### config.mk
export PLATFORM = sky130hd
export DESIGN_NAME = execute_commit_flat
export DESIGN_NICKNAME = d
export VERILOG_FILES = /design/src/rtl/copperv_pkg.sv /design/src/rtl/execute_commit_if.sv /design/src/rtl/execute_commit_load_store_align.sv /design/src/rtl/execute_commit.sv /design/src/flat_wrapper.sv
export SDC_FILE = /design/constraint.sdc
export NUM_CORES = 1
export LEC_CHECK = 0
export BUFFER_PORTS_ARGS = -buffer_cell sky130_fd_sc_hd__buf_2
export CAP_MARGIN = 20
export CORE_MARGIN = 1.5
export CORE_UTILIZATION = 50
export DETAILED_ROUTE_END_ITERATION = 10
export GPL_ROUTABILITY_DRIVEN = 0
export PLACE_DENSITY = 0.74
export SLEW_MARGIN = 30
export SYNTH_ARGS = -nofsm -noshare
export SYNTH_HDL_FRONTEND = slang
export SYNTH_SLANG_ARGS = --single-unit
### constraint.sdc
create_clock -name clk -period 12.5 [get_ports clk]
set_input_delay 0.625 -clock clk [delete_from_list [all_inputs] [get_ports clk]]
set_output_delay 0.625 -clock clk [all_outputs]
set_load 0.03 [all_outputs]
### src/rtl/copperv_pkg.sv
// rtl/copperv_pkg.sv - shared types, compare flag indices and branch decode for the execute/commit stage
package copperv_pkg;

    localparam int alu_comp_eq  = 0;
    localparam int alu_comp_lt  = 1;
    localparam int alu_comp_ltu = 2;

    typedef enum logic [1:0] {RESULT_NONE, RESULT_ALU, RESULT_PC4, RESULT_LOAD} result_sel_t;

    typedef enum logic [3:0] {
        BRANCH_NONE, BRANCH_EQ, BRANCH_NE, BRANCH_LT, BRANCH_GE,
        BRANCH_LTU, BRANCH_GEU, BRANCH_JAL, BRANCH_JALR
    } branch_cond_t;

    typedef enum logic [1:0] {MEM_OP_NONE, MEM_OP_LOAD, MEM_OP_STORE} mem_op_t;

    typedef enum logic [1:0] {SIZE_BYTE, SIZE_HALF, SIZE_WORD} mem_size_t;

    typedef enum logic [1:0] {IDLE, MEM_REQ, MEM_WAIT} state_t;

    function automatic logic branch_taken_f(branch_cond_t cond, logic [2:0] comp);
        case (cond)
            BRANCH_EQ:   return comp[alu_comp_eq];
            BRANCH_NE:   return !comp[alu_comp_eq];
            BRANCH_LT:   return comp[alu_comp_lt];
            BRANCH_GE:   return !comp[alu_comp_lt];
            BRANCH_LTU:  return comp[alu_comp_ltu];
            BRANCH_GEU:  return !comp[alu_comp_ltu];
            BRANCH_JAL,
            BRANCH_JALR: return 1'b1;
            default:     return 1'b0;
        endcase
    endfunction

endpackage

### src/rtl/execute_commit_if.sv
// rtl/execute_commit_if.sv - data memory request/response bus
interface execute_commit_if #(
    parameter int data_width = 32,
    parameter int addr_width = 32
) ();
    logic                  mem_req_valid;
    logic                  mem_req_ready;
    logic [addr_width-1:0] mem_req_addr;
    logic                  mem_req_we;
    logic [data_width-1:0] mem_req_wdata;
    logic [3:0]            mem_req_strobe;
    logic                  mem_resp_valid;
    logic [data_width-1:0] mem_resp_data;

    modport master (
        output mem_req_valid, mem_req_addr, mem_req_we, mem_req_wdata, mem_req_strobe,
        input  mem_req_ready, mem_resp_valid, mem_resp_data
    );

    modport slave (
        input  mem_req_valid, mem_req_addr, mem_req_we, mem_req_wdata, mem_req_strobe,
        output mem_req_ready, mem_resp_valid, mem_resp_data
    );
endinterface

### src/rtl/execute_commit_load_store_align.sv
// rtl/execute_commit_load_store_align.sv - byte-lane placement for stores, extraction and extension for loads
module load_store_align
    import copperv_pkg::*;
#(
    parameter int data_width = 32
) (
    input  logic [1:0]            addr_lo,
    input  mem_size_t             mem_size,
    input  logic                  load_unsigned,
    input  logic [data_width-1:0] store_data,
    input  logic [data_width-1:0] resp_data,
    output logic [data_width-1:0] wdata,
    output logic [3:0]            strobe,
    output logic [data_width-1:0] load_data,
    output logic                  misaligned
);
    logic [data_width-1:0] shifted;

    always_comb begin
        shifted = resp_data >> {addr_lo, 3'b000};
        case (mem_size)
            SIZE_BYTE: begin
                wdata      = {(data_width/8){store_data[7:0]}};
                strobe     = 4'b0001 << addr_lo;
                misaligned = 1'b0;
                load_data  = load_unsigned ? {{(data_width-8){1'b0}}, shifted[7:0]}
                                           : {{(data_width-8){shifted[7]}}, shifted[7:0]};
            end
            SIZE_HALF: begin
                wdata      = {(data_width/16){store_data[15:0]}};
                strobe     = 4'b0011 << addr_lo;
                misaligned = addr_lo[0];
                load_data  = load_unsigned ? {{(data_width-16){1'b0}}, shifted[15:0]}
                                           : {{(data_width-16){shifted[15]}}, shifted[15:0]};
            end
            default: begin
                wdata      = store_data;
                strobe     = 4'b1111;
                misaligned = (addr_lo != 2'b00);
                load_data  = shifted;
            end
        endcase
    end
endmodule

### src/rtl/execute_commit.sv
// rtl/execute_commit.sv - execute/commit stage: branch resolution, memory access FSM, register-file writeback
module execute_commit
    import copperv_pkg::*;
#(
    parameter int data_width     = 32,
    parameter int addr_width     = 32,
    parameter int reg_addr_width = 5
) (
    input  logic                      clk,
    input  logic                      rst,
    input  logic                      in_valid,
    output logic                      in_ready,
    input  logic [data_width-1:0]     alu_dout,
    input  logic [2:0]                alu_comp,
    input  logic [addr_width-1:0]     pc,
    input  logic [data_width-1:0]     imm,
    input  logic [reg_addr_width-1:0] rd,
    input  result_sel_t               result_sel,
    input  branch_cond_t              branch_cond,
    input  mem_op_t                   mem_op,
    input  mem_size_t                 mem_size,
    input  logic                      load_unsigned,
    input  logic [data_width-1:0]     store_data,
    execute_commit_if.master          bus,
    output logic                      rf_wr_en,
    output logic [reg_addr_width-1:0] rf_wr_addr,
    output logic [data_width-1:0]     rf_wr_data,
    output logic                      pc_next_valid,
    output logic [addr_width-1:0]     pc_next,
    output logic                      branch_taken,
    output logic                      misaligned
);
    state_t state, state_nx;

    // Op fields held while a memory access is in flight.
    logic [reg_addr_width-1:0] op_rd;
    result_sel_t               op_result_sel;
    branch_cond_t              op_cond;
    mem_op_t                   op_mem;
    mem_size_t                 op_size;
    logic                      op_unsigned;
    logic [2:0]                op_comp;
    logic [addr_width-1:0]     op_pc;
    logic [data_width-1:0]     op_imm, op_alu;

    // In IDLE the live inputs describe the op; afterwards the held copy does.
    logic                      idle;
    logic [reg_addr_width-1:0] cur_rd;
    result_sel_t               cur_result_sel;
    branch_cond_t              cur_cond;
    mem_op_t                   cur_mem;
    mem_size_t                 cur_size;
    logic                      cur_unsigned;
    logic [2:0]                cur_comp;
    logic [addr_width-1:0]     cur_pc;
    logic [data_width-1:0]     cur_imm, cur_alu;

    assign idle           = (state == IDLE);
    assign in_ready       = idle;
    assign cur_rd         = idle ? rd : op_rd;
    assign cur_result_sel = idle ? result_sel : op_result_sel;
    assign cur_cond       = idle ? branch_cond : op_cond;
    assign cur_mem        = idle ? mem_op : op_mem;
    assign cur_size       = idle ? mem_size : op_size;
    assign cur_unsigned   = idle ? load_unsigned : op_unsigned;
    assign cur_comp       = idle ? alu_comp : op_comp;
    assign cur_pc         = idle ? pc : op_pc;
    assign cur_imm        = idle ? imm : op_imm;
    assign cur_alu        = idle ? alu_dout : op_alu;

    logic [addr_width-1:0] mem_addr, pc4, pc_next_nx;
    logic [data_width-1:0] lane_wdata, load_data, rf_data_nx;
    logic [3:0]            lane_strobe;
    logic                  align_fault, is_mem, misal, accept, commit, taken, wr_en_nx;

    assign mem_addr = cur_alu[addr_width-1:0];

    load_store_align #(.data_width(data_width)) u_align (
        .addr_lo       (mem_addr[1:0]),
        .mem_size      (cur_size),
        .load_unsigned (cur_unsigned),
        .store_data    (store_data),
        .resp_data     (bus.mem_resp_data),
        .wdata         (lane_wdata),
        .strobe        (lane_strobe),
        .load_data     (load_data),
        .misaligned    (align_fault)
    );

    always_comb begin
        state_nx   = state;
        commit     = 1'b0;
        is_mem     = (cur_mem != MEM_OP_NONE);
        misal      = is_mem && align_fault;
        accept     = idle && in_valid;
        pc4        = cur_pc + addr_width'(4);
        taken      = branch_taken_f(cur_cond, cur_comp) && !misal;
        pc_next_nx = pc4;
        rf_data_nx = '0;

        case (state)
            IDLE: if (accept) begin
                if (is_mem && !misal) state_nx = MEM_REQ;
                else                  commit   = 1'b1;
            end
            MEM_REQ: if (bus.mem_req_ready) begin
                if (op_mem == MEM_OP_STORE) begin
                    commit   = 1'b1;
                    state_nx = IDLE;
                end else begin
                    state_nx = MEM_WAIT;
                end
            end
            MEM_WAIT: if (bus.mem_resp_valid) begin
                commit   = 1'b1;
                state_nx = IDLE;
            end
            default: state_nx = IDLE;
        endcase

        if (taken)
            pc_next_nx = (cur_cond == BRANCH_JALR) ? {mem_addr[addr_width-1:1], 1'b0}
                                                  : cur_pc + cur_imm[addr_width-1:0];

        case (cur_result_sel)
            RESULT_ALU:  rf_data_nx = cur_alu;
            RESULT_PC4:  rf_data_nx = data_width'(pc4);
            RESULT_LOAD: rf_data_nx = load_data;
            default:     rf_data_nx = '0;
        endcase

        wr_en_nx = commit && !misal && (cur_result_sel != RESULT_NONE) && (cur_rd != '0);
    end

    always_ff @(posedge clk or posedge rst) begin
        if (rst) begin
            state              <= IDLE;
            rf_wr_en           <= 1'b0;
            rf_wr_addr         <= '0;
            rf_wr_data         <= '0;
            pc_next_valid      <= 1'b0;
            pc_next            <= '0;
            branch_taken       <= 1'b0;
            misaligned         <= 1'b0;
            bus.mem_req_valid  <= 1'b0;
            bus.mem_req_addr   <= '0;
            bus.mem_req_we     <= 1'b0;
            bus.mem_req_wdata  <= '0;
            bus.mem_req_strobe <= '0;
            op_rd              <= '0;
            op_result_sel      <= RESULT_NONE;
            op_cond            <= BRANCH_NONE;
            op_mem             <= MEM_OP_NONE;
            op_size            <= SIZE_BYTE;
            op_unsigned        <= 1'b0;
            op_comp            <= '0;
            op_pc              <= '0;
            op_imm             <= '0;
            op_alu             <= '0;
        end else begin
            state         <= state_nx;
            rf_wr_en      <= wr_en_nx;
            pc_next_valid <= commit;
            misaligned    <= commit && misal;
            if (commit) begin
                rf_wr_addr   <= cur_rd;
                rf_wr_data   <= rf_data_nx;
                pc_next      <= pc_next_nx;
                branch_taken <= taken;
            end
            if (accept) begin
                op_rd         <= rd;
                op_result_sel <= result_sel;
                op_cond       <= branch_cond;
                op_mem        <= mem_op;
                op_size       <= mem_size;
                op_unsigned   <= load_unsigned;
                op_comp       <= alu_comp;
                op_pc         <= pc;
                op_imm        <= imm;
                op_alu        <= alu_dout;
            end
            if (accept && is_mem && !misal) begin
                bus.mem_req_valid  <= 1'b1;
                bus.mem_req_addr   <= mem_addr;
                bus.mem_req_we     <= (mem_op == MEM_OP_STORE);
                bus.mem_req_wdata  <= (mem_op == MEM_OP_STORE) ? lane_wdata : '0;
                bus.mem_req_strobe <= lane_strobe;
            end else if (state == MEM_REQ && bus.mem_req_ready) begin
                bus.mem_req_valid  <= 1'b0;
            end
        end
    end
endmodule

### src/flat_wrapper.sv
// flat-port wrapper written by rule: the top's interface ports become plain ports
module execute_commit_flat import copperv_pkg::*;
#(
    parameter int data_width     = 32,
    parameter int addr_width     = 32,
    parameter int reg_addr_width = 5
)
  (clk, rst, in_valid, in_ready, alu_dout, alu_comp, pc, imm, rd, result_sel, branch_cond, mem_op, mem_size, load_unsigned, store_data, rf_wr_en, rf_wr_addr, rf_wr_data, pc_next_valid, pc_next, branch_taken, misaligned, bus_mem_req_valid, bus_mem_req_addr, bus_mem_req_we, bus_mem_req_wdata, bus_mem_req_strobe, bus_mem_req_ready, bus_mem_resp_valid, bus_mem_resp_data);
  execute_commit_if #(.data_width(data_width), .addr_width(addr_width)) bus_i ();
  input  logic clk;
  input  logic rst;
  input  logic in_valid;
  output logic in_ready;
  input  logic [data_width-1:0] alu_dout;
  input  logic [2:0] alu_comp;
  input  logic [addr_width-1:0] pc;
  input  logic [data_width-1:0] imm;
  input  logic [reg_addr_width-1:0] rd;
  input  result_sel_t result_sel;
  input  branch_cond_t branch_cond;
  input  mem_op_t mem_op;
  input  mem_size_t mem_size;
  input  logic load_unsigned;
  input  logic [data_width-1:0] store_data;
  output logic rf_wr_en;
  output logic [reg_addr_width-1:0] rf_wr_addr;
  output logic [data_width-1:0] rf_wr_data;
  output logic pc_next_valid;
  output logic [addr_width-1:0] pc_next;
  output logic branch_taken;
  output logic misaligned;
  output wire logic [$bits(bus_i.mem_req_valid)-1:0] bus_mem_req_valid;
  output wire logic [$bits(bus_i.mem_req_addr)-1:0] bus_mem_req_addr;
  output wire logic [$bits(bus_i.mem_req_we)-1:0] bus_mem_req_we;
  output wire logic [$bits(bus_i.mem_req_wdata)-1:0] bus_mem_req_wdata;
  output wire logic [$bits(bus_i.mem_req_strobe)-1:0] bus_mem_req_strobe;
  input wire logic [$bits(bus_i.mem_req_ready)-1:0] bus_mem_req_ready;
  input wire logic [$bits(bus_i.mem_resp_valid)-1:0] bus_mem_resp_valid;
  input wire logic [$bits(bus_i.mem_resp_data)-1:0] bus_mem_resp_data;
  assign bus_mem_req_valid = bus_i.mem_req_valid;
  assign bus_mem_req_addr = bus_i.mem_req_addr;
  assign bus_mem_req_we = bus_i.mem_req_we;
  assign bus_mem_req_wdata = bus_i.mem_req_wdata;
  assign bus_mem_req_strobe = bus_i.mem_req_strobe;
  assign bus_i.mem_req_ready = bus_mem_req_ready;
  assign bus_i.mem_resp_valid = bus_mem_resp_valid;
  assign bus_i.mem_resp_data = bus_mem_resp_data;
  execute_commit #(.data_width(data_width), .addr_width(addr_width), .reg_addr_width(reg_addr_width)) u_core (.clk(clk), .rst(rst), .in_valid(in_valid), .in_ready(in_ready), .alu_dout(alu_dout), .alu_comp(alu_comp), .pc(pc), .imm(imm), .rd(rd), .result_sel(result_sel), .branch_cond(branch_cond), .mem_op(mem_op), .mem_size(mem_size), .load_unsigned(load_unsigned), .store_data(store_data), .bus(bus_i), .rf_wr_en(rf_wr_en), .rf_wr_addr(rf_wr_addr), .rf_wr_data(rf_wr_data), .pc_next_valid(pc_next_valid), .pc_next(pc_next), .branch_taken(branch_taken), .misaligned(misaligned));
endmodule
# Word-level counts from Yosys, hierarchy flattened
# Index checks and enable logic that the tools add are counted.
# Widths: inputs -> output; s select.
dict set report totals {
  regBits 260
  in_bits 184
  output_inout_bits 144
  word_cells 107
}
dict set report classes {
  add_sub_neg 2
  eq_ne 20
  shift 3
  mux 35
  n_reduce_logical 24
}
# operator count
set ops {}
lappend ops {{$mux 32} 8}
lappend ops {{$pmux 32 s2} 2}
lappend ops {{$pmux 32 s3} 1}
lappend ops {{$add 32x3->32 const B} 1}
lappend ops {{$add 32x32->32} 1}
lappend ops {{$shr 32x5->32} 1}
lappend ops {{$eq 4x3->1 const B} 4}
lappend ops {{$mux 2} 8}
lappend ops {{$logic_and 1x1->1} 11}
lappend ops {{$eq 2x2->1 const B} 5}
lappend ops {{$eq 4x2->1 const B} 2}
lappend ops {{$mux 1} 8}
lappend ops {{$ne 2x2->1 const B} 4}
lappend ops {{$pmux 4 s2} 1}
lappend ops {{$reduce_bool 2->1} 4}
lappend ops {{$pmux 1 s7} 1}
lappend ops {{$eq 2x1->1 const B} 3}
lappend ops {{$pmux 2 s3} 1}
lappend ops {{$mux 5} 1}
lappend ops {{$reduce_bool 5->1} 1}
lappend ops {{$eq 4x1->1 const B} 1}
lappend ops {{$eq 4x4->1 const B} 1}
lappend ops {{$logic_not 1->1} 4}
lappend ops {{$logic_not 2->1} 2}
lappend ops {{8 further kinds} 8}

# Logic depth before layout (Yosys ltp)
# Gate-level depths: netlist (run 1).
dict set report logic_depth {
  ltp_word 13
  ltp_mapped 21
  mapped_depth_nobuf 14
}

# Modules after synthesis
# From an unflattened synthesis (run 1), not the netlist that was laid out.
dict set report unflattened {
  cells_unflattened 1721
  hier_area_um2 16046.6
}
# module instances cells_each area_each_um2 seq_area_each_um2
set by_module_without_submodules {}
lappend by_module_without_submodules {execute_commit 1 1522 14710.4 6506.2}
lappend by_module_without_submodules {load_store_align 1 199 1336.3 0.0}

# Worst setup path before layout (run 1)
# Ideal clock, no wire load.
dict set report synth_timing {
  path_kind {register to register}
  startpoint {register u_core.state[0]}
  endpoint {register u_core.pc_next[29]}
  setup_time_ns 0.077
  t_arrival_ns 4.870
  required_ns 12.423
  path_slack_ns 7.553
  stages_incl_launch_ff 22
  path_buffers 7
  period_less_slack_ns 4.947
  cell_sequence {dfrtp_1 > or2_1 > inv_2 > buf_2 > buf_2 > buf_2 > buf_1 > clkbuf_1 > clkbuf_1 > nand2_1 > nand2_1 > ha_1 > clkbuf_1 > a21o_1 > a21o_1 > a21o_1 > or4_1 > a211o_1 > a41oi_1 > xnor2_1 > a21oi_1 > a21oi_1}
}
dict set report synth_between {
  elab_chain_len 10
  word_cells_on_any_way 40
  classes_between {add/sub: 2; eq/ne: 11; mux: 14; reduce/logical: 13}
}
# element line
set synth_rtl {}
lappend synth_rtl {{start, declared} execute_commit.sv:33} ;# state_t state, state_nx;
lappend synth_rtl {{start signal, assigned} execute_commit.sv:161} ;# state <= state_nx;
lappend synth_rtl {{$logic_not 2->1 *} execute_commit.sv:58} ;# assign idle = (state == IDLE);
lappend synth_rtl {{net in_ready} flat_wrapper.sv:13} ;# output logic in_ready;
lappend synth_rtl {{branches (longest 9 deep; another with $add 32x32->32)} n/a}
lappend synth_rtl {{end signal, assigned} execute_commit.sv:168} ;# pc_next <= pc_next_nx;
lappend synth_rtl {{end, declared} execute_commit.sv:29} ;# output logic [addr_width-1:0] pc_next,
# Mark *: on every way through the listed nets, which the timed path passes.
# A chain may end at the register's enable or synchronous reset.

# Worst setup path after layout (run 1)
dict set report layout_timing {
  startpoint {register u_core.state[0]}
  endpoint {register u_core.pc_next[26]}
}
dict set report layout_between {
  elab_chain_len 10
  word_cells_on_any_way 40
  classes_between {add/sub: 2; eq/ne: 11; mux: 14; reduce/logical: 13}
}
# element
set layout_rtl {}
lappend layout_rtl {{branches (longest 10 deep; another with $add 32x32->32)}}
# Several ways; the timed one is not identified.

==> results of run 1 <==
## critical path, stage by stage (launching register included)
cell                       delay (ps)
sky130_fd_sc_hd__dfrtp_1          360
sky130_fd_sc_hd__buf_4            250
sky130_fd_sc_hd__or2_2            510
sky130_fd_sc_hd__inv_4            530
sky130_fd_sc_hd__buf_4            750
sky130_fd_sc_hd__mux2i_1          340
sky130_fd_sc_hd__inv_1            100
sky130_fd_sc_hd__ha_1             260
sky130_fd_sc_hd__ha_1             220
sky130_fd_sc_hd__o41a_1           430
sky130_fd_sc_hd__o21ai_1          240
sky130_fd_sc_hd__o311ai_1         300
sky130_fd_sc_hd__a32oi_1          500
sky130_fd_sc_hd__o211ai_1         250
sky130_fd_sc_hd__a311o_1          330
sky130_fd_sc_hd__xnor2_1          170
sky130_fd_sc_hd__a21oi_1           90
## cells in the mapped netlist (4+ instances only)
master,instances,area (sq um)
sky130_fd_sc_hd__ha_1,29,363
sky130_fd_sc_hd__and3_1,11,68.8
sky130_fd_sc_hd__a22o_1,10,87.6
sky130_fd_sc_hd__or2_2,6,37.5
sky130_fd_sc_hd__xor2_1,23,201
sky130_fd_sc_hd__a31oi_1,18,113
sky130_fd_sc_hd__nor3_1,24,120
sky130_fd_sc_hd__mux2i_1,78,781
sky130_fd_sc_hd__buf_1,13,48.8
sky130_fd_sc_hd__nand2b_1,9,56.3
sky130_fd_sc_hd__nand2_1,660,2480
sky130_fd_sc_hd__a22oi_1,6,45.0
sky130_fd_sc_hd__a211oi_1,15,113
sky130_fd_sc_hd__o21ai_1,14,70.1
sky130_fd_sc_hd__and2_1,6,37.5
sky130_fd_sc_hd__nor2_1,97,364
sky130_fd_sc_hd__a21o_1,19,143
sky130_fd_sc_hd__o21a_1,23,173
sky130_fd_sc_hd__nand3_1,36,180
sky130_fd_sc_hd__inv_1,18,67.6
sky130_fd_sc_hd__mux2_2,13,146
sky130_fd_sc_hd__buf_2,17,85.1
sky130_fd_sc_hd__a211o_1,9,78.8
sky130_fd_sc_hd__nor2b_1,7,43.8
sky130_fd_sc_hd__a21oi_1,114,571
sky130_fd_sc_hd__o21ai_0,110,551
sky130_fd_sc_hd__clkbuf_1,94,353
sky130_fd_sc_hd__xnor2_1,39,342
sky130_fd_sc_hd__o211ai_1,18,135
sky130_fd_sc_hd__o22ai_1,16,100
sky130_fd_sc_hd__o31ai_1,13,97.6
sky130_fd_sc_hd__o221a_1,4,45.0
sky130_fd_sc_hd__or3b_1,4,35.0
sky130_fd_sc_hd__o221ai_1,23,201
sky130_fd_sc_hd__nor3b_1,7,52.6
sky130_fd_sc_hd__nand4_1,7,43.8
sky130_fd_sc_hd__or2_1,4,25.0
sky130_fd_sc_hd__dfrtp_1,260,6510
## metal layers
metal,global-route usage,up-vias,share of wire
met1,0.459,7396,0.41
met5,0,-,0
li1,-,7223,-
met3,0.0575,127,0.092
met2,0.525,885,0.45
met4,0.119,0,0.041
## through the flow
step                setup slack (ps)  power (mW)
finish                          6670        6.27
detailed placement              6740        5.28
floorplan                       4720        4.21
CTS                             6680        6.21
global route                    6320        6.66
global placement                6940        5.20
## cells by family after synthesis
kind of cell / after synthesis / synth area share
buf+inv: 146 / 0.0372
compound gates: 448 / 0.184
xor+xnor: 63 / 0.0358
mux: 92 / 0.0602
fa+ha+maj: 30 / 0.0239
flops: 260 / 0.416
simple gates: 905 / 0.243
## power by group through the flow
stage                     Clock, mW  Sequential [mW]  Combinational [mW]
final                         0.903             1.53                3.84
after global routing          0.948             1.58                4.14
after CTS                     0.917             1.53                3.76
after detailed placement          0             1.54                3.74
after global placement            0             1.52                3.67
after floorplan                   0             1.88                2.32
## path summary, 6_finish.rpt
| kind | startpoint | slack [ps] | depth (start not counted) | endpoint |
|---|---|---|---|---|
| min in group clk | alu_dout[10] | 250 | 3 | u_core.op_alu[10] |
| worst min register to register | u_core.op_pc[19] | 470 | 2 | u_core.op_pc[19] |
| worst max register to register | u_core.state[0] | 6670 | 16 | u_core.pc_next[26] |
| max in group asynchronous | rst | 10310 | 5 | u_core.op_imm[20] |
| worst min-delay path | rst | 4 | 2 | u_core.bus.mem_req_wdata[20] |
| worst max-delay path | u_core.state[0] | 6670 | 16 | u_core.pc_next[26] |
## state kept, by name, indices dropped and copies added, names as in the netlist, 3 cells and up
signal / cells
u_core.pc_next: 32
u_core.op_comp: 3
u_core.rf_wr_addr: 5
u_core.bus.mem_req_addr: 32
u_core.op_imm: 32
u_core.op_alu: 32
u_core.bus.mem_req_strobe: 4
u_core.bus.mem_req_wdata: 32
u_core.rf_wr_data: 32
u_core.op_cond: 4
u_core.op_rd: 5
u_core.op_pc: 32
## layout make-up
cell class,instances,area share
diodes,5,0.000674
clock buffers,47,0.0482
clock inverters,9,0.00687
inverters,20,0.00458
multi-input cells,1538,0.463
flip-flops and latches,260,0.350
well taps,396,0.0267
repair buffers,351,0.0997
==> report_table.html, run 1 <==
<table>
<tr><th>Metric</th><th>Value</th></tr>
<tr><th colspan="2">Status</th></tr>
<tr><td>Run status</td><td>finished, final reports clean</td></tr>
<tr><th colspan="2">Power</th></tr>
<tr><td>Flop pwr share</td><td>0.245</td></tr>
<tr><td>Worst voltage drop across the vdd grid</td><td>0.159 mV</td></tr>
<tr><td>Combinational power share</td><td>0.611</td></tr>
<tr><td>Net switching power figure</td><td>3.21 mW</td></tr>
<tr><td>Power per Cell Area</td><td>338 nW/um^2</td></tr>
<tr><td>Switching share of total power</td><td>0.511</td></tr>
<tr><td>Cell internal pwr</td><td>3.07 mW</td></tr>
<tr><td>Clock network fraction of total power</td><td>0.144</td></tr>
<tr><td>Leakage</td><td>9.43 nW</td></tr>
<tr><th colspan="2">Finish</th></tr>
<tr><td>Final standard cell count with taps included and fillers excluded</td><td>2626</td></tr>
<tr><td>Ratio of cells with drive above 1 in the final layout</td><td>0.199</td></tr>
<tr><td>Leading cell types in the layout, fill and taps excluded</td><td>sky130_fd_sc_hd__nand2_1 (659), sky130_fd_sc_hd__buf_2 (327), sky130_fd_sc_hd__dfrtp_1 (260), sky130_fd_sc_hd__a21oi_1 (113), sky130_fd_sc_hd__o21ai_0 (110)</td></tr>
<tr><td>Fill cell total of the finished layout</td><td>2825</td></tr>
<tr><td>Layout overhead on the synthesized area</td><td>18.9%</td></tr>
<tr><td>Multi-input logic area</td><td>8600 sq um</td></tr>
<tr><td>Nets</td><td>2414</td></tr>
<tr><td>Sequential standard cell area</td><td>6510 sq um</td></tr>
<tr><td>Final cell area excluding filler cells</td><td>18600 sq um</td></tr>
<tr><td>Final design utilization</td><td>0.605</td></tr>
<tr><td>Most common cell after layout, fill and taps aside</td><td>sky130_fd_sc_hd__nand2_1</td></tr>
<tr><th colspan="2">Timing</th></tr>
<tr><td>Total Neg Setup Slack</td><td>0 ps</td></tr>
<tr><td>FMAX</td><td>171 MHz</td></tr>
<tr><td>Tcrit/Tclk final</td><td>0.467</td></tr>
<tr><td>Slew Limit Fails</td><td>0</td></tr>
<tr><td>Finish-stage setup viols</td><td>0</td></tr>
<tr><td>Clock Skew</td><td>15.3 ps</td></tr>
<tr><td>Worst slew margin relative to its limit</td><td>0.347</td></tr>
<tr><td>Period minus WS final</td><td>5830 ps</td></tr>
<tr><td>Hold Vio Cnt, Final</td><td>0</td></tr>
<tr><td>Worst hold slack after final layout</td><td>3.50 ps</td></tr>
<tr><td>RSZ-0062 raised after global routing</td><td>no</td></tr>
<tr><td>Slew at the pin closest to its max-slew limit</td><td>953 ps</td></tr>
<tr><th colspan="2">Floorplan</th></tr>
<tr><td>Chip Height</td><td>180 microns</td></tr>
<tr><td>Die Width</td><td>180 microns</td></tr>
<tr><td>Total I/O pin count</td><td>328</td></tr>
<tr><td>Area of the placeable core</td><td>30700 sq um</td></tr>
<tr><td>Initial core utilization</td><td>0.509</td></tr>
<tr><td>Die area</td><td>32300 sq um</td></tr>
<tr><td>Row cnt</td><td>64</td></tr>
<tr><th colspan="2">CTS</th></tr>
<tr><td>Number of clock buffers inserted by TritonCTS</td><td>30</td></tr>
<tr><td>Setup fix buffers added after clock tree synthesis</td><td>0</td></tr>
<tr><td>Cts hold-fix bufs</td><td>0</td></tr>
<tr><td>CTS max path bufs</td><td>3</td></tr>
<tr><td>TritonCTS sink count</td><td>260</td></tr>
<tr><td>H-tree Lvls</td><td>1</td></tr>
<tr><td>Cell at the root of the clock tree</td><td>sky130_fd_sc_hd__clkbuf_16</td></tr>
<tr><td>Clock latency reported for the late side of the worst-skew pair</td><td>580 ps</td></tr>
<tr><td>CTS resizes</td><td>0</td></tr>
<tr><td>Clock transition at the registers of the reported paths</td><td>60 ps</td></tr>
<tr><td>CTS tree</td><td>yes</td></tr>
<tr><th colspan="2">Detailed routing</th></tr>
<tr><td>Detailed router's first-iteration violation count</td><td>1757</td></tr>
<tr><td>DRC</td><td>0</td></tr>
<tr><td>Initial DRT Pass Iterations</td><td>7</td></tr>
<tr><td>Routed Antenna Nets</td><td>0</td></tr>
<tr><td>Total wire length after detailed routing</td><td>55.2 mm</td></tr>
<tr><td>Average routed wire per standard cell</td><td>21.0 microns</td></tr>
<tr><td>Number of vias in the routed layout</td><td>15631</td></tr>
<tr><td>Vias per std cell</td><td>5.95</td></tr>
<tr><th colspan="2">Global routing</th></tr>
<tr><td>Largest net degree at the start of global routing</td><td>125</td></tr>
<tr><td>Wire length of the first global-routing pass</td><td>84.4 mm</td></tr>
<tr><td>Via count of the first global-routing pass</td><td>14501</td></tr>
<tr><td>Grt ovf</td><td>0</td></tr>
<tr><td>Number of antenna violations at the first check in global routing</td><td>4</td></tr>
<tr><td>Global router's overall resource usage</td><td>0.332</td></tr>
<tr><th colspan="2">Logic synthesis</th></tr>
<tr><td>Number of warnings issued by yosys</td><td>0</td></tr>
<tr><td>Number of library cell types mapped by synthesis</td><td>83</td></tr>
<tr><td>Synth async-reset ratio</td><td>1.00</td></tr>
<tr><td>Avg Inst Size Synth</td><td>8.04 sq um</td></tr>
<tr><td>Primary FF master, synth</td><td>sky130_fd_sc_hd__dfrtp_1</td></tr>
<tr><td>Post-synthesis instance area</td><td>15600 sq um</td></tr>
<tr><td>Share of synthesized area occupied by flip-flops and latches</td><td>0.416</td></tr>
<tr><td>Number of enable flip-flop cells after synthesis</td><td>0</td></tr>
<tr><td>Gate count after technology mapping</td><td>1944</td></tr>
<tr><td>Flip-flop and latch count after synthesis</td><td>260</td></tr>
<tr><td>Net count of the mapped netlist</td><td>2157</td></tr>
<tr><th colspan="2">Critical path</th></tr>
<tr><td>Highest fanout seen on the critical path</td><td>54</td></tr>
<tr><td>Critical setup path kind</td><td>flip-flop to flip-flop</td></tr>
<tr><td>Endpoint class of the critical path</td><td>flip-flop</td></tr>
<tr><td>CP Data Required Time</td><td>12920 ps</td></tr>
<tr><td>Data arrival time of the critical path</td><td>6250 ps</td></tr>
<tr><td>Crit start category</td><td>flip-flop</td></tr>
<tr><th colspan="2">Placed design</th></tr>
<tr><td>Cell area after placement</td><td>17500 sq um</td></tr>
<tr><td>Number of placed instances, taps included</td><td>2563</td></tr>
<tr><td>Number of port buffers</td><td>327</td></tr>
<tr><td>Hpwl dp</td><td>40.8 mm</td></tr>
<tr><th colspan="2">Hold path</th></tr>
<tr><td>Worst min-delay path class</td><td>primary input to async pin</td></tr>
<tr><th colspan="2">Job</th></tr>
<tr><td>Number of max-cap violations</td><td>0</td></tr>
</table>
Note: power is estimated with default switching activity, not from simulation.
==> run 2: changes to the inputs <==
- PLACE_DENSITY: 0.74 -> 0.77
- clock period: 12.5 -> 4.7 ns (I/O delays scaled with it)
==> run 2 against run 1 <==
  * Worst hold slack improved by 6.2 ps
  * Routed wire length is 2.2% higher
  * Utilization grew 4.2 points
  * Power grew to 2.7 times the previous value
  * Non-clock buffer count up 136
  * Register-to-register slack worse by 6100 ps
  * Clock-buffer cell count shrank 9
  * Combinational power rose to 2.7 times the previous value
  * Die area unchanged
  * Critical path depth down 4
==> report_table.html, run 2 (synthesis results as in run 1) <==
<table>
<tr><th>Metric</th><th>Value</th></tr>
<tr><th colspan="2">Detailed routing</th></tr>
<tr><td>Total wire length after detailed routing</td><td>56.4 mm (was 55.2 mm)</td></tr>
<tr><td>DRC</td><td>0 (unchanged)</td></tr>
<tr><td>Number of vias in the routed layout</td><td>16269 (was 15631)</td></tr>
<tr><td>Vias per std cell</td><td>5.91 (was 5.95)</td></tr>
<tr><td>Detailed router's first-iteration violation count</td><td>1709 (was 1757)</td></tr>
<tr><td>Average routed wire per standard cell</td><td>20.5 microns (was 21.0 microns)</td></tr>
<tr><td>Initial DRT Pass Iterations</td><td>6 (was 7)</td></tr>
<tr><td>Routed Antenna Nets</td><td>0 (unchanged)</td></tr>
<tr><th colspan="2">Critical path</th></tr>
<tr><td>Worst reg-to-reg setup slack</td><td>550 ps (was 6670 ps)</td></tr>
<tr><td>Critical setup path kind</td><td>flip-flop to flip-flop (unchanged)</td></tr>
<tr><td>Slowest-stage cell, CP</td><td>sky130_fd_sc_hd__clkinv_2 (was sky130_fd_sc_hd__buf_4)</td></tr>
<tr><td>Highest fanout seen on the critical path</td><td>101 (was 54)</td></tr>
<tr><td>Crit path launch</td><td>u_core.state[0] (unchanged)</td></tr>
<tr><td>Delay-heaviest family, CP</td><td>simple AND/OR/NAND/NOR gates (was compound AO/OA/AOI/OAI gates)</td></tr>
<tr><td>Dominant cell type by count on the critical path</td><td>sky130_fd_sc_hd__o21ai_1</td></tr>
<tr><td>End of the worst register-to-register path</td><td>u_core.pc_next[18] (was u_core.pc_next[26])</td></tr>
<tr><td>Endpoint class of the critical path</td><td>flip-flop (unchanged)</td></tr>
<tr><td>Number of buffer and inverter instances along the worst setup path</td><td>3 (was 4)</td></tr>
<tr><td>Slowest Stage Delay on Critical Path</td><td>640 ps (was 750 ps)</td></tr>
<tr><td>Cell Chain, Critical Path</td><td>or2_2, inv_4, buf_12, mux2_2, o21ai_1, nand2_1, a21oi_4, clkinv_2, nand2b_1, nor3_1, a211oi_1, o21ai_1 (was buf_4, or2_2, inv_4, buf_4, mux2i_1, inv_1, ha_1, ha_1, o41a_1, o21ai_1, o311ai_1, a32oi_1, o211ai_1, a311o_1, xnor2_1, a21oi_1)</td></tr>
<tr><td>Path depth of the worst reg2reg path</td><td>12 (was 16)</td></tr>
<tr><td>R2r startpoint</td><td>u_core.state[0] (unchanged)</td></tr>
<tr><td>CP Data Required Time</td><td>5120 ps (was 12920 ps)</td></tr>
<tr><td>Data arrival time of the critical path</td><td>4570 ps (was 6250 ps)</td></tr>
<tr><td>Crit start category</td><td>flip-flop (unchanged)</td></tr>
<tr><th colspan="2">Power</th></tr>
<tr><td>Cell internal pwr</td><td>8.26 mW (was 3.07 mW)</td></tr>
<tr><td>Flop pwr share</td><td>0.242 (was 0.245)</td></tr>
<tr><td>Leakage</td><td>9.97 nW (was 9.43 nW)</td></tr>
<tr><td>Power per Cell Area</td><td>844 nW/um^2 (was 338 nW/um^2)</td></tr>
<tr><td>Switching share of total power</td><td>0.507 (was 0.511)</td></tr>
<tr><td>Combinational power share</td><td>0.619 (was 0.611)</td></tr>
<tr><td>Clock network fraction of total power</td><td>0.139 (was 0.144)</td></tr>
<tr><td>Net switching power figure</td><td>8.49 mW (was 3.21 mW)</td></tr>
<tr><td>Worst voltage drop across the vdd grid</td><td>0.495 mV (was 0.159 mV)</td></tr>
<tr><th colspan="2">Timing</th></tr>
<tr><td>Finish-stage setup viols</td><td>0 (unchanged)</td></tr>
<tr><td>Total Neg Setup Slack</td><td>0 ps (unchanged)</td></tr>
<tr><td>Worst slew margin relative to its limit</td><td>0.346 (was 0.347)</td></tr>
<tr><td>Hold Vio Cnt, Final</td><td>0 (unchanged)</td></tr>
<tr><td>Clock Skew</td><td>7.87 ps (was 15.3 ps)</td></tr>
<tr><td>Tcrit/Tclk final</td><td>0.882 (was 0.467)</td></tr>
<tr><td>Slew at the pin closest to its max-slew limit</td><td>954 ps (was 953 ps)</td></tr>
<tr><td>FMAX</td><td>241 MHz (was 171 MHz)</td></tr>
<tr><td>RSZ-0062 raised after global routing</td><td>no (unchanged)</td></tr>
<tr><td>Period minus WS final</td><td>4150 ps (was 5830 ps)</td></tr>
<tr><td>Slew Limit Fails</td><td>0 (unchanged)</td></tr>
<tr><th colspan="2">Finish</th></tr>
<tr><td>Final cell area excluding filler cells</td><td>19900 sq um (was 18600 sq um)</td></tr>
<tr><td>Leading cell types in the layout, fill and taps excluded</td><td>sky130_fd_sc_hd__nand2_1 (659), sky130_fd_sc_hd__buf_2 (327), sky130_fd_sc_hd__dfrtp_1 (260), sky130_fd_sc_hd__dlygate4sd3_1 (131), sky130_fd_sc_hd__a21oi_1 (113) (was sky130_fd_sc_hd__nand2_1 (659), sky130_fd_sc_hd__buf_2 (327), sky130_fd_sc_hd__dfrtp_1 (260), sky130_fd_sc_hd__a21oi_1 (113), sky130_fd_sc_hd__o21ai_0 (110))</td></tr>
<tr><td>Layout overhead on the synthesized area</td><td>27.1% (was 18.9%)</td></tr>
<tr><td>Most common cell after layout, fill and taps aside</td><td>sky130_fd_sc_hd__nand2_1 (unchanged)</td></tr>
<tr><td>Nets</td><td>2549 (was 2414)</td></tr>
<tr><td>Ratio of cells with drive above 1 in the final layout</td><td>0.188 (was 0.199)</td></tr>
<tr><th colspan="2">Hold path</th></tr>
<tr><td>Worst Hold Depth</td><td>3</td></tr>
<tr><td>Worst min-delay path class</td><td>primary input to flip-flop (was primary input to async pin)</td></tr>
<tr><td>Startpoint of the worst hold path</td><td>store_data[17]</td></tr>
<tr><td>Endpoint, Worst Hold</td><td>u_core.bus.mem_req_wdata[17]</td></tr>
<tr><th colspan="2">Placed design</th></tr>
<tr><td>Hpwl dp</td><td>40.4 mm (was 40.8 mm)</td></tr>
<tr><td>Cell area after placement</td><td>17600 sq um (was 17500 sq um)</td></tr>
<tr><td>Number of port buffers</td><td>327 (unchanged)</td></tr>
<tr><th colspan="2">CTS</th></tr>
<tr><td>Cell at the root of the clock tree</td><td>sky130_fd_sc_hd__clkbuf_16 (unchanged)</td></tr>
<tr><td>CTS resizes</td><td>0 (unchanged)</td></tr>
<tr><td>Number of clock buffers inserted by TritonCTS</td><td>29 (was 30)</td></tr>
<tr><td>CTS tree</td><td>yes (unchanged)</td></tr>
<tr><td>Clock transition at the registers of the reported paths</td><td>60 ps (about the same)</td></tr>
<tr><td>CTS max path bufs</td><td>3 (unchanged)</td></tr>
<tr><td>TritonCTS sink count</td><td>260 (unchanged)</td></tr>
<tr><td>H-tree Lvls</td><td>1 (unchanged)</td></tr>
<tr><td>Clock latency reported for the late side of the worst-skew pair</td><td>550 ps (was 580 ps)</td></tr>
<tr><th colspan="2">Floorplan</th></tr>
<tr><td>Initial core utilization</td><td>0.509 (unchanged)</td></tr>
<tr><td>Row cnt</td><td>64 (unchanged)</td></tr>
<tr><td>Chip Height</td><td>180 microns (unchanged)</td></tr>
<tr><td>Die Width</td><td>180 microns (unchanged)</td></tr>
<tr><td>Die area</td><td>32300 sq um (unchanged)</td></tr>
<tr><td>Total I/O pin count</td><td>328 (unchanged)</td></tr>
<tr><td>Area of the placeable core</td><td>30700 sq um (unchanged)</td></tr>
<tr><th colspan="2">Global routing</th></tr>
<tr><td>Via count of the first global-routing pass</td><td>15398 (was 14501)</td></tr>
<tr><td>Number of antenna violations at the first check in global routing</td><td>4 (unchanged)</td></tr>
<tr><td>Global router's overall resource usage</td><td>0.340 (was 0.332)</td></tr>
<tr><td>Largest net degree at the start of global routing</td><td>143 (was 125)</td></tr>
<tr><td>Grt ovf</td><td>0 (unchanged)</td></tr>
<tr><td>Wire length of the first global-routing pass</td><td>87.2 mm (was 84.4 mm)</td></tr>
<tr><th colspan="2">Job</th></tr>
<tr><td>Number of max-cap violations</td><td>0 (unchanged)</td></tr>
<tr><th colspan="2">Status</th></tr>
<tr><td>Run status</td><td>finished, final reports clean (unchanged)</td></tr>
</table>
run 2: changes by cell type in the layout (fill, tap and decap cells not counted), sizes merged, moves of 2 or more:
cell,previous run,this run
buf,351,356
bufinv,2,4
clkbuf,47,38
clkinvlp,0,2
diode,5,2
dlygate4sd3,0,131
inv,21,18
run 2: area by class of cell:
type	count	area, sq um
fill	2599	10800
inverter	20	82.6
antenna	2	5.00
multi-input combinational	1538	8590
clock buffer	38	800
sequential	260	6510
tap	396	495
clock inverter	11	158
timing repair buffer	487	3220
run 2: metal layers:
layer  wire length (microns)  share of wire  up-vias  GRT usage
li1                        -              -     7487          -
met1                   23200           0.41     7642      0.463
met2                   25500           0.45      988      0.544
met3                    5400          0.096      150     0.0585
met4                    2350          0.042        2      0.127
met5                      12        0.00021        -          0
run 2: worst max path at each step:
stage,cells past startpoint,end,slack (ps)
global placement,15,u_core.pc_next[25],770
finish,12,u_core.pc_next[18],550
detailed placement,16,u_core.pc_next[26],680
floorplan,20,u_core.pc_next[25],40
CTS,16,u_core.pc_next[26],660
global route,12,u_core.pc_next[18],280
run 2: per-stage QoR:
stage                     hold slack, ps   util  power (mW)  setup WS (ps)  std cells
after floorplan                      340      -        11.2           40.3       1944
after global placement               443  0.573        13.8            767       2570
after detailed placement             443  0.573        14.1            677       2570
after CTS                           3.36  0.647        16.5            655       2750
after global routing                21.4  0.647        17.8            277       2752
final                               9.69  0.647        16.7            554       2752
run 2: what timing repair did:
| action | 4_1_cts | 5_1_grt |
|---|---|---|
| buffers inserted | 0 | 0 |
| endpoints found under the hold margin | 271 | 0 |
| hold buffers | 131 | 0 |
run 2: tightest hold or removal path, cell delays in order:
cell	delay (ps)
sky130_fd_sc_hd__buf_2	80
sky130_fd_sc_hd__mux2i_1	60
sky130_fd_sc_hd__o21ai_0	140
run 2: power by group through the flow:
stage / combinational [mW] / sequential [mW] / clock, mW
after floorplan: 6.18 / 5.01 / 0
after global routing: 11.2 / 4.15 / 2.45
after detailed placement: 10.0 / 4.05 / 0
after global placement: 9.82 / 4.01 / 0
after CTS: 10.2 / 4.02 / 2.35
final: 10.4 / 4.05 / 2.33
==> run 3: changes to the inputs <==
- SYNTH_HIERARCHICAL: default -> 1
==> run 3 against run 2 <==
  * Cell area grew 1.6%
  * Combinational power grew 9%
  * Clock power shrank 2%
  * Synthesized area grew 2.7%
  * Die area grew 2.7%
  * Final cell count shrank 7.8%
  * Synthesized cell count shrank 11%
  * Sequential power shrank 1%
  * Worst hold slack lost 6.8 ps
  * Maximum frequency grew 1.7%
  * Critical path type unchanged
  * Sequential cell count is the same
==> report_table.html, run 3 <==
<table>
<tr><th>Metric</th><th>Value</th></tr>
<tr><th colspan="2">Logic synthesis</th></tr>
<tr><td>Flip-flop and latch count after synthesis</td><td>260 (unchanged)</td></tr>
<tr><td>Gate count after technology mapping</td><td>1721 (was 1944)</td></tr>
<tr><td>Post-synthesis instance area</td><td>16000 sq um (was 15600 sq um)</td></tr>
<tr><td>Number of warnings issued by yosys</td><td>6 (was 0)</td></tr>
<tr><td>Share of synthesized area occupied by flip-flops and latches</td><td>0.405 (was 0.416)</td></tr>
<tr><td>Cell types occupying the most area after synthesis</td><td>sky130_fd_sc_hd__dfrtp_1 (41%), sky130_fd_sc_hd__mux2_2 (11%), sky130_fd_sc_hd__nand2_1 (7.3%) (was sky130_fd_sc_hd__dfrtp_1 (42%), sky130_fd_sc_hd__nand2_1 (16%), sky130_fd_sc_hd__mux2i_1 (5.0%))</td></tr>
<tr><td>Area leader, netlist</td><td>sky130_fd_sc_hd__dfrtp_1 (unchanged)</td></tr>
<tr><td>Number of enable flip-flop cells after synthesis</td><td>0 (unchanged)</td></tr>
<tr><td>Share of the synthesized area in the top cell type</td><td>0.405 (was 0.416)</td></tr>
<tr><td>Number of library cell types mapped by synthesis</td><td>85 (was 83)</td></tr>
<tr><td>Primary FF master, synth</td><td>sky130_fd_sc_hd__dfrtp_1 (unchanged)</td></tr>
<tr><td>Post-synth top cells</td><td>sky130_fd_sc_hd__nand2_1 (311), sky130_fd_sc_hd__dfrtp_1 (260), sky130_fd_sc_hd__mux2_2 (152), sky130_fd_sc_hd__nor2_1 (108), sky130_fd_sc_hd__o21ai_0 (94) (was sky130_fd_sc_hd__nand2_1 (660), sky130_fd_sc_hd__dfrtp_1 (260), sky130_fd_sc_hd__a21oi_1 (114), sky130_fd_sc_hd__o21ai_0 (110), sky130_fd_sc_hd__nor2_1 (97))</td></tr>
<tr><td>Most common cell in the netlist</td><td>sky130_fd_sc_hd__nand2_1 (unchanged)</td></tr>
<tr><td>Avg Inst Size Synth</td><td>9.32 sq um (was 8.04 sq um)</td></tr>
<tr><td>Synth async-reset ratio</td><td>1.00 (unchanged)</td></tr>
<tr><td>Net count of the mapped netlist</td><td>1936 (was 2157)</td></tr>
<tr><th colspan="2">Critical path</th></tr>
<tr><td>Endpoint class of the critical path</td><td>flip-flop (unchanged)</td></tr>
<tr><td>CP Data Required Time</td><td>5150 ps (was 5120 ps)</td></tr>
<tr><td>Data arrival time of the critical path</td><td>4530 ps (was 4570 ps)</td></tr>
<tr><td>R2r startpoint</td><td>u_core/state[0] (was u_core.state[0])</td></tr>
<tr><td>Highest fanout seen on the critical path</td><td>22 (was 101)</td></tr>
<tr><td>Crit path launch</td><td>u_core/state[0] (was u_core.state[0])</td></tr>
<tr><td>Worst reg-to-reg setup slack</td><td>620 ps (was 550 ps)</td></tr>
<tr><td>End of the worst register-to-register path</td><td>u_core/pc_next[23] (was u_core.pc_next[18])</td></tr>
<tr><td>Crit start category</td><td>flip-flop (unchanged)</td></tr>
<tr><td>Path depth of the worst reg2reg path</td><td>13 (was 12)</td></tr>
<tr><td>Critical setup path kind</td><td>flip-flop to flip-flop (unchanged)</td></tr>
<tr><th colspan="2">Detailed routing</th></tr>
<tr><td>Initial DRT Pass Iterations</td><td>5 (was 6)</td></tr>
<tr><td>Detailed router's first-iteration violation count</td><td>1408 (was 1709)</td></tr>
<tr><td>Total wire length after detailed routing</td><td>56.0 mm (was 56.4 mm)</td></tr>
<tr><td>Number of vias in the routed layout</td><td>15395 (was 16269)</td></tr>
<tr><td>DRC</td><td>0 (unchanged)</td></tr>
<tr><td>Average routed wire per standard cell</td><td>22.1 microns (was 20.5 microns)</td></tr>
<tr><td>Routed Antenna Nets</td><td>0 (unchanged)</td></tr>
<tr><td>Vias per std cell</td><td>6.07 (was 5.91)</td></tr>
<tr><th colspan="2">Finish</th></tr>
<tr><td>Ratio of cells with drive above 1 in the final layout</td><td>0.280 (was 0.188)</td></tr>
<tr><td>Leading cell types in the layout, fill and taps excluded</td><td>sky130_fd_sc_hd__buf_2 (327), sky130_fd_sc_hd__nand2_1 (310), sky130_fd_sc_hd__dfrtp_1 (260), sky130_fd_sc_hd__mux2_2 (152), sky130_fd_sc_hd__dlygate4sd3_1 (133) (was sky130_fd_sc_hd__nand2_1 (659), sky130_fd_sc_hd__buf_2 (327), sky130_fd_sc_hd__dfrtp_1 (260), sky130_fd_sc_hd__dlygate4sd3_1 (131), sky130_fd_sc_hd__a21oi_1 (113))</td></tr>
<tr><td>Most common cell after layout, fill and taps aside</td><td>sky130_fd_sc_hd__buf_2 (was sky130_fd_sc_hd__nand2_1)</td></tr>
<tr><td>Final standard cell count with taps included and fillers excluded</td><td>2537 (was 2752)</td></tr>
<tr><td>Layout overhead on the synthesized area</td><td>25.7% (was 27.1%)</td></tr>
<tr><td>Nets</td><td>2324 (was 2549)</td></tr>
<tr><th colspan="2">Timing</th></tr>
<tr><td>Worst hold slack after final layout</td><td>2.88 ps (was 9.69 ps)</td></tr>
<tr><td>Slew Limit Fails</td><td>0 (unchanged)</td></tr>
<tr><td>Slew at the pin closest to its max-slew limit</td><td>916 ps (was 954 ps)</td></tr>
<tr><td>Period minus WS final</td><td>4080 ps (was 4150 ps)</td></tr>
<tr><td>Total Neg Setup Slack</td><td>0 ps (unchanged)</td></tr>
<tr><td>Tcrit/Tclk final</td><td>0.867 (was 0.882)</td></tr>
<tr><td>FMAX</td><td>245 MHz (was 241 MHz)</td></tr>
<tr><td>Worst slew margin relative to its limit</td><td>0.389 (was 0.346)</td></tr>
<tr><td>Finish-stage setup viols</td><td>0 (unchanged)</td></tr>
<tr><td>Slack of the critical path</td><td>623 ps (was 554 ps)</td></tr>
<tr><td>Hold Vio Cnt, Final</td><td>0 (unchanged)</td></tr>
<tr><td>RSZ-0062 raised after global routing</td><td>no (unchanged)</td></tr>
<tr><td>Clock Skew</td><td>16.0 ps (was 7.87 ps)</td></tr>
<tr><th colspan="2">CTS</th></tr>
<tr><td>Clock transition at the registers of the reported paths</td><td>60 ps (about the same)</td></tr>
<tr><td>H-tree Lvls</td><td>1 (unchanged)</td></tr>
<tr><td>CTS resizes</td><td>0 (unchanged)</td></tr>
<tr><td>Cell at the root of the clock tree</td><td>sky130_fd_sc_hd__clkbuf_16 (unchanged)</td></tr>
<tr><td>CTS max path bufs</td><td>3 (unchanged)</td></tr>
<tr><td>TritonCTS sink count</td><td>260 (unchanged)</td></tr>
<tr><td>Number of clock buffers inserted by TritonCTS</td><td>30 (was 29)</td></tr>
<tr><td>CTS tree</td><td>yes (unchanged)</td></tr>
<tr><td>Clock latency reported for the late side of the worst-skew pair</td><td>570 ps (was 550 ps)</td></tr>
<tr><th colspan="2">Global routing</th></tr>
<tr><td>Number of antenna violations at the first check in global routing</td><td>2 (was 4)</td></tr>
<tr><td>Grt ovf</td><td>0 (unchanged)</td></tr>
<tr><td>Via count of the first global-routing pass</td><td>15055 (was 15398)</td></tr>
<tr><td>Global router's overall resource usage</td><td>0.332 (was 0.340)</td></tr>
<tr><td>Largest net degree at the start of global routing</td><td>132 (was 143)</td></tr>
<tr><td>Wire length of the first global-routing pass</td><td>86.2 mm (was 87.2 mm)</td></tr>
<tr><th colspan="2">Floorplan</th></tr>
<tr><td>Area of the placeable core</td><td>31600 sq um (was 30700 sq um)</td></tr>
<tr><td>Initial core utilization</td><td>0.509 (about the same)</td></tr>
<tr><td>Row cnt</td><td>65 (was 64)</td></tr>
<tr><td>Chip Height</td><td>182 microns (was 180 microns)</td></tr>
<tr><td>Die Width</td><td>182 microns (was 180 microns)</td></tr>
<tr><td>Total I/O pin count</td><td>328 (unchanged)</td></tr>
<tr><td>Die area</td><td>33200 sq um (was 32300 sq um)</td></tr>
<tr><th colspan="2">Hold path</th></tr>
<tr><td>Endpoint, Worst Hold</td><td>u_core/bus.mem_req_wdata[8] (was u_core.bus.mem_req_wdata[17])</td></tr>
<tr><td>Worst Hold Depth</td><td>4 (was 3)</td></tr>
<tr><td>Startpoint of the worst hold path</td><td>store_data[8] (was store_data[17])</td></tr>
<tr><td>Worst min-delay path class</td><td>primary input to flip-flop (unchanged)</td></tr>
<tr><th colspan="2">Power</th></tr>
<tr><td>Worst voltage drop across the vdd grid</td><td>0.487 mV (was 0.495 mV)</td></tr>
<tr><td>Power per Cell Area</td><td>874 nW/um^2 (was 844 nW/um^2)</td></tr>
<tr><td>Leakage</td><td>9.53 nW (was 9.97 nW)</td></tr>
<tr><th colspan="2">Job</th></tr>
<tr><td>Number of max-cap violations</td><td>0 (unchanged)</td></tr>
<tr><th colspan="2">Placed design</th></tr>
<tr><td>Number of placed instances, taps included</td><td>2345 (was 2570)</td></tr>
<tr><td>Number of port buffers</td><td>327 (unchanged)</td></tr>
<tr><td>Hpwl dp</td><td>39.7 mm (was 40.4 mm)</td></tr>
<tr><td>Placement Setup Slack</td><td>748 ps (was 677 ps)</td></tr>
<tr><th colspan="2">Status</th></tr>
<tr><td>Run status</td><td>finished, final reports clean (unchanged)</td></tr>
</table>
## run 3: layout make-up
class / instances / area [sq um]
Sequential cell: 260 / 6510
Antenna cell: 3 / 7.51
Inverter: 33 / 130
Fill cell: 2524 / 11400
Clock inverter: 12 / 109
Multi-Input combinational cell: 1296 / 8840
Tap cell: 402 / 503
Clock buffer: 43 / 850
Timing Repair Buffer: 488 / 3230
## run 3: cell families after synthesis
| kind of cell | count (synthesis) | synth area share |
|---|---|---|
| multiplexers | 231 | 0.156 |
| XOR/XNOR | 53 | 0.0289 |
| flip-flops | 260 | 0.405 |
| AO/OA/AOI/OAI | 407 | 0.175 |
| AND/OR/NAND/NOR | 573 | 0.164 |
| buffers and inverters | 165 | 0.0459 |
| adder cells (fa/ha/maj) | 32 | 0.0248 |
## run 3: worst max-delay path, stage by stage (launching register included)
cell,delay (ps)
sky130_fd_sc_hd__dfrtp_1,380
sky130_fd_sc_hd__or2_2,340
sky130_fd_sc_hd__inv_4,250
sky130_fd_sc_hd__mux2i_1,370
sky130_fd_sc_hd__inv_1,80
sky130_fd_sc_hd__ha_1,390
sky130_fd_sc_hd__a21o_1,190
sky130_fd_sc_hd__maj3_1,340
sky130_fd_sc_hd__a311oi_1,420
sky130_fd_sc_hd__o21a_1,340
sky130_fd_sc_hd__o21ai_0,250
sky130_fd_sc_hd__a31oi_1,250
sky130_fd_sc_hd__xor2_1,230
sky130_fd_sc_hd__o22ai_1,110
## run 3: how the worst max path moves through the flow
| stage | endpoint | slack [ps] | depth (start not counted) |
|---|---|---|---|
| floorplan | u_core/pc_next[24] | 6 | 21 |
| global placement | u_core/pc_next[29] | 820 | 13 |
| detailed placement | u_core/pc_next[31] | 750 | 14 |
| CTS | u_core/pc_next[31] | 730 | 14 |
| global route | u_core/pc_next[29] | 330 | 14 |
| finish | u_core/pc_next[23] | 620 | 13 |
## run 3: through the flow
stage	instance area, sq um	power [mW]	utilization
after CTS	20100	17.3	0.639
after floorplan	16100	12.0	-
final	20200	17.6	0.639
after global routing	20200	18.6	0.639
after global placement	17900	14.6	0.566
after detailed placement	17900	14.9	0.566
## run 3: repair_timing
item | CTS | global route
hold endpoints to repair | 181 | 0
hold buffers | 133 | 0
setup buffers | 0 | 0
## run 3: power breakdown
group	internal (mW)	leakage, nW	switching (mW)
Clock	1.31	0.474	0.971
Combinational	4.08	5.93	7.26
Sequential	3.34	3.12	0.658
## run 3: routing by layer
metal	up-vias	GRT usage	routed length, microns
met5	-	0	0
met4	0	0.145	2720
met3	159	0.0601	5190
met2	885	0.535	25500
met1	7391	0.439	22600
li1	6960	-	-
